<file path="src/rtl/mandel_pkg.sv">
// Shared definitions for the Mandelbrot pixel writer.
// Holds the writer FSM state type, the RGB332 palette used by the
// escape-count colour map, and the default frame geometry.
package mandel_pkg;

  typedef enum logic [2:0] {
    S_WAIT,
    S_WRITE,
    S_ACK,
    S_RELEASE,
    S_FRAME_DONE
  } writer_state_t;

  // RGB332 palette, ordered from "inside the set" to "escaped fastest"
  localparam logic [7:0] ColorInside = 8'h00;
  localparam logic [7:0] ColorRed    = 8'hE0;
  localparam logic [7:0] ColorOrange = 8'hF0;
  localparam logic [7:0] ColorYellow = 8'hFC;
  localparam logic [7:0] ColorGreen  = 8'h1C;
  localparam logic [7:0] ColorCyan   = 8'h1F;
  localparam logic [7:0] ColorBlue   = 8'h03;

  localparam int unsigned DefHPixels = 640;
  localparam int unsigned DefVPixels = 480;

endpackage

</file>
<file path="src/rtl/mandel_pixel_writer_if.sv">
// Bus bundle between the Mandelbrot iterator, the pixel writer and the
// VGA frame buffer.
//   master : pixel-writer side (drives handshake and memory write port)
//   slave  : environment side (iterator + frame buffer)
interface mandel_pixel_writer_if #(
  parameter int unsigned ADDR_W = 19
);
  logic              iter_done;
  logic              iter_all_done;
  logic [31:0]       iterations;
  logic [31:0]       max_iterations;
  logic              iter_handshake;
  logic [ADDR_W-1:0] mem_addr;
  logic [7:0]        mem_data;
  logic              mem_we;
  logic              mem_ready;

  modport master (
    input  iter_done, iter_all_done, iterations, max_iterations, mem_ready,
    output iter_handshake, mem_addr, mem_data, mem_we
  );

  modport slave (
    output iter_done, iter_all_done, iterations, max_iterations, mem_ready,
    input  iter_handshake, mem_addr, mem_data, mem_we
  );
endinterface

</file>
<file path="src/rtl/iter_color_map.sv">
// Combinational escape-count to RGB332 colour map.
//   iterations     : escape count of the finished pixel
//   max_iterations : iteration limit used by the iterator
//   color          : RGB332 colour, first matching threshold wins
module iter_color_map
  import mandel_pkg::*;
(
  input  logic [31:0] iterations,
  input  logic [31:0] max_iterations,
  output logic [7:0]  color
);

  always_comb begin
    color = ColorBlue;
    if (iterations >= max_iterations) begin
      color = ColorInside;
    end else if (iterations >= (max_iterations >> 3)) begin
      color = ColorRed;
    end else if (iterations >= (max_iterations >> 4)) begin
      color = ColorOrange;
    end else if (iterations >= (max_iterations >> 5)) begin
      color = ColorYellow;
    end else if (iterations >= (max_iterations >> 6)) begin
      color = ColorGreen;
    end else if (iterations >= (max_iterations >> 7)) begin
      color = ColorCyan;
    end
  end

endmodule

</file>
<file path="src/rtl/mandel_pixel_writer.sv">
// Mandelbrot pixel writer: accepts finished pixels from the iterator, maps
// the escape count to RGB332, writes it to the frame buffer at the next
// raster address and handshakes back. Counts cycles until frame completion.
//   clk, rst    : clock, synchronous active-high reset
//   bus         : iterator handshake + frame-buffer write port (master)
//   frame_done  : set once the iterator reports the range exhausted
//   cycle_count : cycles from reset release to frame completion, saturating
module mandel_pixel_writer
  import mandel_pkg::*;
#(
  parameter int unsigned H_PIXELS = DefHPixels,
  parameter int unsigned V_PIXELS = DefVPixels,
  parameter int unsigned ADDR_W   = 19
) (
  input  logic                   clk,
  input  logic                   rst,
  mandel_pixel_writer_if.master  bus,
  output logic                   frame_done,
  output logic [31:0]            cycle_count
);

  localparam logic [ADDR_W-1:0] LastAddr = ADDR_W'(H_PIXELS * V_PIXELS - 1);

  writer_state_t     state_q;
  logic              mem_we_q;
  logic              handshake_q;
  logic              frame_done_q;
  logic [ADDR_W-1:0] pix_cnt_q;
  logic [7:0]        color_q;
  logic [31:0]       cycle_cnt_q;
  logic [7:0]        map_color;

  iter_color_map u_color_map (
    .iterations     (bus.iterations),
    .max_iterations (bus.max_iterations),
    .color          (map_color)
  );

  always_ff @(posedge clk) begin
    if (rst) begin
      state_q      <= S_WAIT;
      mem_we_q     <= 1'b0;
      handshake_q  <= 1'b0;
      frame_done_q <= 1'b0;
      pix_cnt_q    <= '0;
      color_q      <= '0;
      cycle_cnt_q  <= '0;
    end else begin
      handshake_q <= 1'b0;
      if (state_q != S_FRAME_DONE && cycle_cnt_q != 32'hFFFF_FFFF) begin
        cycle_cnt_q <= cycle_cnt_q + 32'd1;
      end
      unique case (state_q)
        S_WAIT: begin
          // A pending pixel wins over end-of-range so nothing is dropped
          if (bus.iter_done) begin
            color_q  <= map_color;
            mem_we_q <= 1'b1;
            state_q  <= S_WRITE;
          end else if (bus.iter_all_done) begin
            frame_done_q <= 1'b1;
            state_q      <= S_FRAME_DONE;
          end
        end
        S_WRITE: begin
          if (bus.mem_ready) begin
            mem_we_q    <= 1'b0;
            handshake_q <= 1'b1;
            state_q     <= S_ACK;
          end
        end
        S_ACK: begin
          pix_cnt_q <= (pix_cnt_q == LastAddr) ? '0 : pix_cnt_q + 1'b1;
          state_q   <= S_RELEASE;
        end
        S_RELEASE: begin
          // Iterator still shows the old done; wait for it to drop
          if (!bus.iter_done) begin
            state_q <= S_WAIT;
          end
        end
        S_FRAME_DONE: begin
          state_q <= S_FRAME_DONE;
        end
        default: state_q <= S_WAIT;
      endcase
    end
  end

  assign bus.mem_we         = mem_we_q;
  assign bus.mem_addr       = pix_cnt_q;
  assign bus.mem_data       = color_q;
  assign bus.iter_handshake = handshake_q;
  assign frame_done         = frame_done_q;
  assign cycle_count        = cycle_cnt_q;

endmodule

</file>
<file path="src/flat_wrapper.sv">
// flat-port wrapper written by rule: the top's interface ports become plain ports
module mandel_pixel_writer_flat import mandel_pkg::*;
#(
  parameter int unsigned H_PIXELS = DefHPixels,
  parameter int unsigned V_PIXELS = DefVPixels,
  parameter int unsigned ADDR_W   = 19
)
  (clk, rst, frame_done, cycle_count, bus_iter_done, bus_iter_all_done, bus_iterations, bus_max_iterations, bus_mem_ready, bus_iter_handshake, bus_mem_addr, bus_mem_data, bus_mem_we);
  mandel_pixel_writer_if #(.ADDR_W(ADDR_W)) bus_i ();
  input  logic clk;
  input  logic rst;
  output logic frame_done;
  output logic [31:0] cycle_count;
  input wire logic [$bits(bus_i.iter_done)-1:0] bus_iter_done;
  input wire logic [$bits(bus_i.iter_all_done)-1:0] bus_iter_all_done;
  input wire logic [$bits(bus_i.iterations)-1:0] bus_iterations;
  input wire logic [$bits(bus_i.max_iterations)-1:0] bus_max_iterations;
  input wire logic [$bits(bus_i.mem_ready)-1:0] bus_mem_ready;
  output wire logic [$bits(bus_i.iter_handshake)-1:0] bus_iter_handshake;
  output wire logic [$bits(bus_i.mem_addr)-1:0] bus_mem_addr;
  output wire logic [$bits(bus_i.mem_data)-1:0] bus_mem_data;
  output wire logic [$bits(bus_i.mem_we)-1:0] bus_mem_we;
  assign bus_i.iter_done = bus_iter_done;
  assign bus_i.iter_all_done = bus_iter_all_done;
  assign bus_i.iterations = bus_iterations;
  assign bus_i.max_iterations = bus_max_iterations;
  assign bus_i.mem_ready = bus_mem_ready;
  assign bus_iter_handshake = bus_i.iter_handshake;
  assign bus_mem_addr = bus_i.mem_addr;
  assign bus_mem_data = bus_i.mem_data;
  assign bus_mem_we = bus_i.mem_we;
  mandel_pixel_writer #(.H_PIXELS(H_PIXELS), .V_PIXELS(V_PIXELS), .ADDR_W(ADDR_W)) u_core (.clk(clk), .rst(rst), .bus(bus_i), .frame_done(frame_done), .cycle_count(cycle_count));
endmodule
</file>
<file path="config.mk">
export PLATFORM = sky130hd
export DESIGN_NAME = mandel_pixel_writer_flat
export DESIGN_NICKNAME = d
export VERILOG_FILES = /design/src/rtl/mandel_pkg.sv /design/src/rtl/mandel_pixel_writer_if.sv /design/src/rtl/iter_color_map.sv /design/src/rtl/mandel_pixel_writer.sv /design/src/flat_wrapper.sv
export SDC_FILE = /design/constraint.sdc
export NUM_CORES = 1
export LEC_CHECK = 0
export CAP_MARGIN = 10
export CORE_MARGIN = 2
export CORE_UTILIZATION = 48
export DETAILED_ROUTE_END_ITERATION = 10
export PLACE_DENSITY = 0.77
export SYNTH_ARGS = -nofsm -noshare
export SYNTH_HDL_FRONTEND = slang
export SYNTH_SLANG_ARGS = --single-unit
</file>
<file path="constraint.sdc">
create_clock -name clk -period 2.6 [get_ports clk]
set_input_delay 0.26 -clock clk [delete_from_list [all_inputs] [get_ports clk]]
set_output_delay 0.26 -clock clk [all_outputs]
set_load 0.02 [all_outputs]
</file>
==> impl_metrics.py <==
metrics = {
    "grt": {
        "gr-total-overflow": 0,
        "grt_start_max_net_pins": 42,
        "track_usage": 0.2648,
        "antenna_found_initial": 0,
        "grt_pass1_vias": 6720,
        "grt_pass1_wl_um": 31420,
    },
    "timing": {
        "fmax_ghz": 0.3853,
        "clock-skew-final_ps": 8.925,
        "min_period_ps": 2596,
        "post-route-period-util": 0.9983,
        "finalHoldViolCount": 0,
        "setup_viol": 0,
        "slew_viol_final": 0,
        "worst_pin_slew_ps": 554.1,
        "rsz0062_at_grt": "yes",
        "maxSlewHeadroom": 0.6297,
        "holdWs_ps": 471.9,
    },
    "power_and_ir_drop": {
        "p_seq_frac": 0.302,
        "p_clk_frac": 0.359,
        "p_sw_frac": 0.3057,
        "power.total_uw": 3242,
        "p_switching_uw": 991.0,
        "ir_drop_uv": 306.8,
        "p_int_uw": 2251,
        "pwr-share-comb": 0.339,
        "cellLeakagePower_uw": 0.004289,
        "p_per_area_nw_per_um2": 338.4,
    },
    "critical_path": {
        "crit_type": "in2reg",
        "crit_fanout": 4,
        "cpMostUsedCell": "a21oi_1",
        "critPathSlowestCell": "or4_4",
        "cp_slowest_stage_delay_ps": 540,
        "crit_chain": "clkdlybuf4s50_1 -> inv_2 -> ha_4 -> a21oi_1 -> a21oi_1 -> o41a_1 -> or4_4 -> and4bb_1 -> a31oi_1",
        "start_kind": "input port",
        "cp-end-kind": "register",
        "cp.required_ps": 2790,
        "arrival_ps": 2790,
    },
    "job": {
        "drv_cap": 0,
    },
    "logic_synthesis": {
        "synth_top_area_cell": "ha_1",
        "synthMuxAreaShare": 0.004883,
        "synth.distinct_cells": 56,
        "syn_inst": 778,
        "synth_edf_count": 0,
        "syn-num-nets": 1016,
        "avgSynthCellArea_um2": 8.234,
        "yosysWarnings": 0,
        "synth_area_um2": 6406,
        "yosys-top-cells-area": "ha_1 (33%), dfxtp_1 (19%), a21oi_1 (4.8%)",
        "synth_top_area_share": 0.3301,
        "seq_area_frac_synth": 0.1906,
        "synth_top_family_by_area": "adder cells",
        "synth-xor-area-share": 0.06426,
        "ys_ff_latch": 61,
        "synth_compound_area_frac": 0.1473,
        "ys.flop_type": "dfxtp_1",
        "async_flop_share": 0,
        "synthAdderAreaFrac": 0.3301,
        "synthSimpleGateAreaFrac": 0.2254,
    },
    "floorplanning": {
        "num_io_pins": 131,
        "die_w_um": 119.5,
        "rows": 42,
        "coreArea_um2": 13140,
        "floorplan.initialDensity": 0.4876,
        "die_h_um": 119.5,
        "fp.dieArea_um2": 14290,
    },
    "layout": {
        "fillers": 992,
        "final_core_util": 0.7291,
        "antennaDiodeCount": 0,
        "synthToLayoutAreaGrowth_pct": 49.53,
        "multi_input_area_um2": 5385,
        "final_area_um2": 9579,
        "num-nets-final": 1271,
        "drive_above_1_share": 0.2129,
        "final_cell_mix": "ha_1 (143), buf_4 (126), clkdlybuf4s50_1 (106), nor2_1 (81), dfxtp_1 (61)",
        "seq_area_um2": 1221,
        "final_common_cell": "ha_1",
    },
    "clocking": {
        "clk_pin_slew_ps": 50,
        "cts_max_level": 3,
        "cts_buffers": 9,
        "root_buffer": "clkbuf_16",
        "cts.sinks": 61,
        "clock_latency_ps": 330,
        "cts_tree": "done",
        "cts.path.max_buffers": 2,
        "cts_hold_buf": 0,
    },
    "drt": {
        "top_layer_used": "met4",
        "drc_errors": 0,
        "num_vias": 6840,
        "vias_per_cell": 5.634,
        "drt_iter0_markers": 663,
        "wl_per_cell_um": 15.99,
        "wl_met1_um": 8614,
        "ant_nets": 0,
        "wl_met3_um": 946,
        "routed_wl_um": 19410,
        "drt_first_pass_iters": 5,
        "routed-wl-met2_um": 9375,
    },
    "placed_design": {
        "hpwlAfterDp_um": 14880,
        "placed_area_um2": 8780,
        "portBuffers": 130,
        "place_congestion": 0.8854,
    },
    "worst_hold_path": {
        "min_path_type": "reg2reg",
    },
    "status": {
        "status": "finished, final reports clean",
    },
}
-- power groups by stage --
stage	Clock, uW	Sequential, uW	Combinational, uW
finish	1160	980	1100
global route	1230	983	1220
CTS	1180	979	1010
detailed placement	0	999	975
global placement	0	998	943
floorplan	0	1010	499
-- path summary, 6_finish.rpt --
kind                          startpoint                endpoint  slack [ps]  depth (start not counted)
hold reg to reg        u_core.frame_done       u_core.frame_done         470                          2
hold / removal         u_core.frame_done       u_core.frame_done         470                          2
setup / recovery  bus_max_iterations[16]  u_core.bus.mem_data[4]           4                          9
setup reg to reg  u_core.cycle_count[20]  u_core.cycle_count[25]         420                          7
-- final cells by class --
cell class,instances,share of cell area
tap,176,0.02299
multi-input combinational,657,0.5622
clock buffer,11,0.02429
sequential,61,0.1275
clock inverter,5,0.006400
timing repair buffer,259,0.2388
inverter,45,0.01789
-- repair_timing --
| action | in CTS | in global routing |
|---|---|---|
| gates resized for setup | 46 | 68 |
| endpoints found under the setup margin | 4 | 4 |
| pin swaps | 18 | 25 |
| setup buffers | 3 | 4 |
-- state kept, by name, indices dropped and copies added (netlist names) --
register                   flops
u_core.bus.iter_handshake      1
u_core.state_q                 3
u_core.bus.mem_addr           19
u_core.frame_done              1
u_core.bus.mem_data            4
u_core.cycle_count            32
u_core.bus.mem_we              1
-- cells in the mapped netlist (3+ instances only) --
cell,n
and2_1,3
nor2b_1,5
and4_1,12
nand3_1,32
or3_1,4
nand2_1,56
nor2_1,82
o21a_1,3
xor2_1,35
or2_2,4
a31oi_1,3
nand2b_1,5
or4_1,6
inv_1,45
and3_1,7
nand4_1,36
a2111oi_0,7
o211ai_1,3
o21ai_0,32
a211oi_1,9
nor4_1,9
a21oi_1,62
nor3_1,16
clkbuf_1,11
xnor2_1,12
buf_4,4
ha_1,169
dfxtp_1,61
a21o_1,13
-- cells by family (layout without fill, tap and decap cells) --
kind of cell / count (synthesis) / count (layout)
AOI/OAI and AO/OA: 153 / 153
xor gates and xnor gates: 47 / 47
adders and majority gates: 169 / 169
buffers and inverters: 60 / 320
DFF: 61 / 61
muxes: 3 / 3
and+or+nand+nor: 285 / 285
-- metrics by stage --
stage | setup TNS [ps] | std cells | setup WS, ps
after floorplan | 0 | 778 | 35.95
after global placement | -2062 | 1192 | -694.8
after detailed placement | -2613 | 1192 | -847.8
after CTS | 0 | 1210 | 0.04330
after global routing | -67.42 | 1214 | -39.90
final | 0 | 1214 | 4.435
-- routing by layer --
layer | up-vias | track usage
met5 | - | 0
met4 | 0 | 0.07721
met3 | 39 | 0.03612
met2 | 211 | 0.4564
met1 | 3188 | 0.3448
li1 | 3402 | -
-- worst max-delay path, delay by kind of cell --
| family | cells | cell delay [ps] |
|---|---|---|
| AOI/OAI and AO/OA | 4 | 850 |
| adders and majority gates | 1 | 260 |
| buffers and inverters | 2 | 560 |
| and+or+nand+nor | 2 | 860 |
(Power assumes the default switching activity.)
